==> src/rtl/fp_pkg.sv <==
`default_nettype none
// ============================================================================
// Module      : fp_pkg
// Description : Shared types and helpers for the integer-to-float datapath.
//               Provides the rounding-mode encoding, the exponent bias helper
//               and the default float format width (bfloat16).
// Revision    : 1.0 - initial release
// ============================================================================
package fp_pkg;

  typedef enum logic {
    RM_RNE = 1'b0,
    RM_RTZ = 1'b1
  } rm_e;

  localparam int FP_EXP_W = 8;
  localparam int FP_MAN_W = 7;
  localparam int FP_W     = 1 + FP_EXP_W + FP_MAN_W;

  // IEEE-style bias: 2^(exp_w-1) - 1
  function automatic int fp_bias(input int exp_w);
    return (1 << (exp_w - 1)) - 1;
  endfunction

endpackage
`default_nettype wire

==> src/rtl/fp_lzc.sv <==
`default_nettype none
// ============================================================================
// Module      : fp_lzc
// Description : Combinational leading-zero counter.
// Revision    : 1.0 - initial release
// Ports       : vec      in  WIDTH     vector to scan
//               count    out CNT_W     number of leading zeros (WIDTH if zero)
//               all_zero out 1         vec is entirely zero
// ============================================================================
module fp_lzc #(
  parameter  int WIDTH = 32,
  localparam int CNT_W = $clog2(WIDTH) + 1
) (
  input  logic [WIDTH-1:0] vec,
  output logic [CNT_W-1:0] count,
  output logic             all_zero
);

  // Scan upward; the highest set bit is seen last and therefore wins.
  always_comb begin
    count = CNT_W'(WIDTH);
    for (int i = 0; i < WIDTH; i++) begin
      if (vec[i]) count = CNT_W'(WIDTH - 1 - i);
    end
  end

  assign all_zero = ~|vec;

endmodule
`default_nettype wire

==> src/rtl/int_to_fp_pipe.sv <==
`default_nettype none
// ============================================================================
// Module      : int_to_fp_pipe
// Description : Three-stage pipelined integer-to-float converter with
//               valid/ready handshake on both sides. S1 sign/magnitude,
//               S2 normalise, S3 round (RNE/RTZ) and pack.
// Revision    : 1.0 - initial release
// Macro       : INT_TO_FP_INEXACT_EN - adds the registered inexact_o flag
// Ports       : clk_i        in  1          clock
//               rst_i        in  1          async active-high reset
//               in_valid_i   in  1          operand valid
//               in_ready_o   out 1          operand accepted this cycle
//               int_i        in  INT_W      integer operand
//               signed_i     in  1          1: two's complement operand
//               rm_i         in  1          0: RNE, 1: RTZ
//               out_valid_o  out 1          result valid
//               out_ready_i  in  1          downstream accepts result
//               fp_o         out 1+E+M      {sign, exponent, mantissa}
//               inexact_o    out 1          result rounded (macro only)
// ============================================================================
module int_to_fp_pipe #(
  parameter int INT_W = 32,
  parameter int EXP_W = 8,
  parameter int MAN_W = 7
) (
  input  logic                     clk_i,
  input  logic                     rst_i,
  input  logic                     in_valid_i,
  output logic                     in_ready_o,
  input  logic [INT_W-1:0]         int_i,
  input  logic                     signed_i,
  input  logic                     rm_i,
  output logic                     out_valid_o,
  input  logic                     out_ready_i,
  output logic [EXP_W+MAN_W:0]     fp_o
`ifdef INT_TO_FP_INEXACT_EN
  ,
  output logic                     inexact_o
`endif
);

  import fp_pkg::*;

  localparam int LZW   = $clog2(INT_W) + 1;
  // Exponent path: wide enough for bias + INT_W + carry without wrapping.
  localparam int XW    = ((EXP_W > LZW) ? EXP_W : LZW) + 2;
  localparam int EXT_W = INT_W - 1 + MAN_W + 2;
  localparam logic [XW-1:0]    BIAS     = XW'(fp_bias(EXP_W));
  localparam logic [XW-1:0]    EXP_MAX  = XW'((1 << EXP_W) - 1);
  localparam logic [EXP_W-1:0] EXP_ONES = '1;
  localparam logic [MAN_W-1:0] MAN_ONES = '1;

  // ---------------- handshake ----------------
  logic s1_valid, s2_valid, s3_valid;
  logic s1_adv, s2_adv, s3_adv;

  assign s3_adv      = out_ready_i | ~s3_valid;
  assign s2_adv      = ~s2_valid | s3_adv;
  assign s1_adv      = ~s1_valid | s2_adv;
  assign in_ready_o  = ~s1_valid | s1_adv;
  assign out_valid_o = s3_valid;

  // ---------------- S1: sign / magnitude ----------------
  logic             in_neg;
  logic [INT_W-1:0] in_mag;
  logic             s1_sign, s1_zero;
  logic [INT_W-1:0] s1_mag;
  rm_e              s1_rm;

  assign in_neg = signed_i & int_i[INT_W-1];
  // Unsigned negate: the most negative value maps to 2^(INT_W-1) naturally.
  assign in_mag = in_neg ? (INT_W'(0) - int_i) : int_i;

  always_ff @(posedge clk_i or posedge rst_i) begin
    if (rst_i) begin
      s1_valid <= 1'b0;
      s1_sign  <= 1'b0;
      s1_mag   <= '0;
      s1_rm    <= RM_RNE;
      s1_zero  <= 1'b0;
    end else if (s1_adv) begin
      s1_valid <= in_valid_i;
      if (in_valid_i) begin
        s1_sign <= in_neg;
        s1_mag  <= in_mag;
        s1_rm   <= rm_e'(rm_i);
        s1_zero <= (in_mag == '0);
      end
    end
  end

  // ---------------- S2: normalise ----------------
  logic [LZW-1:0]   s1_lz;
  logic             s1_all_zero;
  logic             norm_hidden;
  logic [INT_W-2:0] norm_frac;
  logic [XW-1:0]    exp_unb;

  fp_lzc #(.WIDTH(INT_W)) u_lzc (
    .vec      (s1_mag),
    .count    (s1_lz),
    .all_zero (s1_all_zero)
  );

  assign {norm_hidden, norm_frac} = s1_mag << s1_lz;
  assign exp_unb = s1_all_zero ? '0 : (XW'(INT_W - 1) - XW'(s1_lz));

  logic             s2_sign, s2_zero;
  logic [INT_W-2:0] s2_frac;
  logic [XW-1:0]    s2_exp;
  rm_e              s2_rm;

  always_ff @(posedge clk_i or posedge rst_i) begin
    if (rst_i) begin
      s2_valid <= 1'b0;
      s2_sign  <= 1'b0;
      s2_frac  <= '0;
      s2_exp   <= '0;
      s2_rm    <= RM_RNE;
      s2_zero  <= 1'b0;
    end else if (s2_adv) begin
      s2_valid <= s1_valid;
      if (s1_valid) begin
        s2_sign <= s1_sign;
        s2_frac <= norm_frac;
        s2_exp  <= exp_unb;
        s2_rm   <= s1_rm;
        // A clear hidden bit after normalising can only mean a zero operand.
        s2_zero <= s1_zero | ~norm_hidden;
      end
    end
  end

  // ---------------- S3: round and pack ----------------
  // Zero-padding below the fraction keeps slicing legal for any INT_W/MAN_W
  // pair; narrow integers simply see guard = sticky = 0.
  logic [EXT_W-1:0]   ext;
  logic [MAN_W-1:0]   mant;
  logic               guard, sticky, round_up, ovf;
  logic [MAN_W:0]     mant_sum;
  logic [XW-1:0]      exp_b;
  logic [EXP_W+MAN_W:0] res;

  assign ext      = {s2_frac, {(MAN_W + 2){1'b0}}};
  assign mant     = ext[EXT_W-1 -: MAN_W];
  assign guard    = ext[EXT_W-1-MAN_W];
  assign sticky   = |ext[EXT_W-2-MAN_W:0];
  assign round_up = (s2_rm == RM_RNE) & guard & (sticky | mant[0]);
  assign mant_sum = {1'b0, mant} + (MAN_W + 1)'(round_up);
  assign exp_b    = s2_exp + BIAS + XW'(mant_sum[MAN_W]);
  assign ovf      = (exp_b >= EXP_MAX);

  always_comb begin
    res = '0;
    if (!s2_zero) begin
      if (ovf) begin
        if (s2_rm == RM_RNE) res = {s2_sign, EXP_ONES, {MAN_W{1'b0}}};
        else                 res = {s2_sign, EXP_ONES - EXP_W'(1), MAN_ONES};
      end else begin
        res = {s2_sign, exp_b[EXP_W-1:0], mant_sum[MAN_W-1:0]};
      end
    end
  end

  logic [EXP_W+MAN_W:0] fp_q;

  always_ff @(posedge clk_i or posedge rst_i) begin
    if (rst_i) begin
      s3_valid <= 1'b0;
      fp_q     <= '0;
    end else if (s3_adv) begin
      s3_valid <= s2_valid;
      if (s2_valid) fp_q <= res;
    end
  end

  assign fp_o = fp_q;

`ifdef INT_TO_FP_INEXACT_EN
  logic res_inexact, ix_q;

  assign res_inexact = ~s2_zero & (guard | sticky | ovf);

  always_ff @(posedge clk_i or posedge rst_i) begin
    if (rst_i) begin
      ix_q <= 1'b0;
    end else if (s3_adv && s2_valid) begin
      ix_q <= res_inexact;
    end
  end

  assign inexact_o = ix_q;
`endif

endmodule
`default_nettype wire
==> config.mk <==
export PLATFORM = sky130hd
export DESIGN_NAME = int_to_fp_pipe
export DESIGN_NICKNAME = d
export VERILOG_FILES = /design/src/rtl/fp_pkg.sv /design/src/rtl/fp_lzc.sv /design/src/rtl/int_to_fp_pipe.sv
export SDC_FILE = /design/constraint.sdc
export NUM_CORES = 1
export LEC_CHECK = 0
export BUFFER_PORTS_ARGS = -buffer_cell sky130_fd_sc_hd__buf_2
export CAP_MARGIN = 25
export CORE_ASPECT_RATIO = 0.8
export CORE_MARGIN = 2
export CORE_UTILIZATION = 40
export CTS_BUF_LIST = sky130_fd_sc_hd__clkbuf_16
export DETAILED_ROUTE_END_ITERATION = 10
export PLACE_DENSITY = 0.56
export SYNTH_ARGS = -nofsm -noshare
export SYNTH_HDL_FRONTEND = slang
export SYNTH_SLANG_ARGS = --single-unit
==> constraint.sdc <==
create_clock -name clk_i -period 7.3 [get_ports clk_i]
set_input_delay 0.73 -clock clk_i [delete_from_list [all_inputs] [get_ports clk_i]]
set_output_delay 0.73 -clock clk_i [all_outputs]
set_load 0.01 [all_outputs]
==> flow_metrics.py <==
metrics = {
    "detailed_routing": {
        "routed_via_density": 5.93,
        "drc": 0,
        "drt_first_iter_violations": 662,
        "num_vias": 6730,
        "routedWlPerCell_um": 18.4,
        "ant_nets": 0,
        "dr.pass1.iters": 8,
        "totalWireLength_um": 20900,
    },
    "logic_synthesis": {
        "syn_area_um2": 7260,
        "synth-edff-count": 0,
        "syn_avg_cell_area_um2": 8.13,
        "yosys_warnings": 0,
        "syn_nets": 934,
        "synth_ff_type": "dfrtp_1",
        "ys_async_sr_fraction_pct": 100,
        "seq_area_frac_synth_pct": 32.4,
        "synth_cells": 892,
        "ys_seq_elements": 94,
        "yosysUniqueCellTypes": 72,
    },
    "cells_and_area": {
        "final_util_pct": 44.2,
        "drive_gt1_share_pct": 14.3,
        "multi_input_area_um2": 4490,
        "final_common_cell": "nand2_1",
        "seq_area_um2": 2350,
        "nets": 941,
        "n_antenna_cell": 0,
        "final_cell_mix": "nand2_1, dfrtp_1, o21ai_0",
        "fill_cells": 1875,
        "syn2layout_area_growth_pct": 9.24,
    },
    "worst_setup_path": {
        "cp_common_cell": "mux2i_1",
        "path_max_fanout": 21,
        "reg2reg_setup_slack_ns": 3.67,
        "cp.arrival_ns": 3.84,
        "setup.worst_path.class": "register to register",
        "rr_worst_depth": 9,
        "crit_required_ns": 7.51,
        "cp-start-kind": "register",
        "critPathCaptureType": "register",
        "r2r-end": "s2_frac[29]",
        "crit_chain": "nor4_1 -> o211a_1 -> nor2_8 -> o21ai_4 -> mux2_4 -> mux2i_1 -> mux2i_1 -> a221oi_1 -> o32ai_1",
        "r2r_start": "s1_mag[8]",
        "critPathMaxStageDelay_ns": 0.56,
        "critPathSlowestCell": "o21ai_4",
    },
    "floorplan": {
        "start_util_pct": 40.4,
        "io-pin-count": 56,
        "die-height_um": 124,
        "rows": 44,
        "die_x_um": 155,
        "coreArea_um2": 17900,
        "dieArea_um2": 19200,
    },
    "grt": {
        "gr-total-overflow": 0,
        "antenna_found_initial": 0,
        "grt_max_degree": 67,
        "grt_util_all_layers_pct": 22.3,
        "grt_pass1_wl_um": 35000,
        "first_global_vias": 6414,
    },
    "sta": {
        "finClkSkew_ns": 0.0204,
        "setup_violations": 0,
        "slew_headroom_pct": 39.0,
        "worst_slew_pin_slew_ns": 0.906,
        "period_needed_ns": 3.63,
        "drv_slew": 0,
        "hold_viol": 0,
        "rsz0062_at_grt": "false",
        "fmax_ghz": 0.275,
        "tns_ns": 0,
        "fin_crit_sh_pct": 49.7,
    },
    "placed_design": {
        "io_buffers": 55,
        "hpwlAfterDp_um": 15100,
        "globalplace.congestion": 0.912,
    },
    "power": {
        "power_density_nw_per_um2": 287,
        "power.leakage_uw": 0.00334,
        "design_power_total_uw": 2280,
        "max-vdd-ir-drop_mv": 0.153,
    },
    "clocking": {
        "cts_buffer_depth": 2,
        "cts_resized": 0,
        "root_buffer": "clkbuf_16",
        "insertion_delay_ns": 0.37,
        "cts_sinks": 94,
        "cts_tree": "built",
        "holdBufCountCts": 0,
        "postCtsSetupBuffers": 0,
        "ctsHtreeMaxLevel": 3,
        "clk_pin_slew_ns": 0.08,
        "cts_buffers": 9,
    },
    "min_path": {
        "min_path_type": "input port to asynchronous set/reset pin",
    },
    "job": {
        "drv_cap": 0,
    },
    "run_status": {
        "status": "finished, final reports clean",
    },
}
## worst max-delay path by stage
stage / from / end / slack (ns) / cells past startpoint
4_1_cts: s1_mag[17] / s2_frac[28] / 3.56 / 8
6_report: s1_mag[8] / s2_frac[29] / 3.67 / 9
5_1_grt: s1_mag[8] / s2_frac[29] / 3.50 / 9
3_5_place_dp: int_i[0] / s1_zero / 3.49 / 12
2_1_floorplan: rst_i / fp_o[0] / 4.12 / 1
3_3_place_gp: s1_mag[17] / s2_frac[28] / 3.58 / 8
## cell families (layout without fill, tap and decap cells)
family,after synthesis,in the layout,synth area share (%)
mux,64,64,9.24
fa+ha+maj,4,4,0.690
buf+inv,93,105,5.90
simple gates,342,342,23.8
flops,94,94,32.4
compound gates,256,256,23.3
xor+xnor,39,39,4.71
## final cells by class
| cell class | count | share of cell area, % |
|---|---|---|
| Clock buffer | 9 | 2.84 |
| Clock inverter | 7 | 1.15 |
| Inverter | 21 | 1.03 |
| Multi-Input combinational cell | 705 | 56.6 |
| Sequential cell | 94 | 29.7 |
| Tap cell | 230 | 3.63 |
| Timing Repair Buffer | 68 | 5.07 |
## worst max-delay path: cells and delay by family, from the launching register on
kind,cells,cell delay [ns]
muxes,3,0.69
DFF,1,0.50
and+or+nand+nor,2,0.64
AOI/OAI and AO/OA,4,1.65
## registers in the layout (all words and copies together) (netlist names)
register / cells
s1_mag: 32
s1_valid: 1
s2_valid: 1
s1_sign: 1
s2_sign: 1
out_valid_o: 1
s2_zero: 1
s2_exp: 6
fp_o: 16
s2_frac: 31
s1_rm: 1
s2_rm: 1
s1_zero: 1
## Yosys cell counts (4+ instances only)
cell type | instances | area share [%]
nand2_1 | 144 | 7.4
dfrtp_1 | 94 | 32
o21ai_0 | 80 | 5.5
nor2_1 | 62 | 3.2
a21oi_1 | 46 | 3.2
mux2i_1 | 46 | 6.3
clkbuf_1 | 37 | 1.9
nor3_1 | 29 | 2.0
inv_1 | 21 | 1.1
buf_2 | 20 | 1.4
xor2_1 | 20 | 2.4
xnor2_1 | 19 | 2.3
mux2_2 | 16 | 2.5
nand3_1 | 16 | 1.1
nand2b_1 | 15 | 1.3
o211ai_1 | 14 | 1.4
o31ai_1 | 14 | 1.4
a22o_1 | 13 | 1.6
nand4_1 | 12 | 1.0
nor4_1 | 10 | 0.86
a22oi_1 | 9 | 0.93
and3_1 | 8 | 0.69
a211oi_1 | 7 | 0.72
a221oi_1 | 7 | 0.84
a31oi_1 | 7 | 0.60
o221ai_1 | 6 | 0.72
or3_1 | 6 | 0.52
a21o_1 | 5 | 0.52
buf_1 | 5 | 0.26
buf_6 | 5 | 0.78
nor2b_1 | 5 | 0.43
nor4_4 | 5 | 1.5
o21ai_1 | 5 | 0.34
o22ai_1 | 5 | 0.43
or4_1 | 5 | 0.52
a221o_1 | 4 | 0.55
a32o_1 | 4 | 0.55
buf_4 | 4 | 0.41
ha_1 | 4 | 0.69
nor3b_1 | 4 | 0.41
o22a_1 | 4 | 0.48
## through the flow
step	hold slack [ns]	setup WS, ns	area (um^2)	instances
after floorplan	0.433	4.12	7260	892
after global placement	0.460	3.58	7560	1115
after detailed placement	0.457	3.49	7560	1115
after CTS	0.444	3.56	7880	1131
after global routing	0.469	3.50	7930	1134
final	0.419	3.67	7930	1134
## where the power goes
group	total (uW)	leakage, uW	switching (uW)	internal [uW]
combinational	947	0.00202	556	391
clock	492	0.000152	246	246
sequential	838	0.00116	169	668
## layer usage
metal	share of wire, %	vias up	global-route usage (%)
met3	5.6	22	4.56
li1	-	3259	-
met2	43	196	31.3
met4	1.2	0	5.23
met5	0	-	0
met1	50	3253	34.6
No activity file was read; power rests on OpenSTA's default activity.
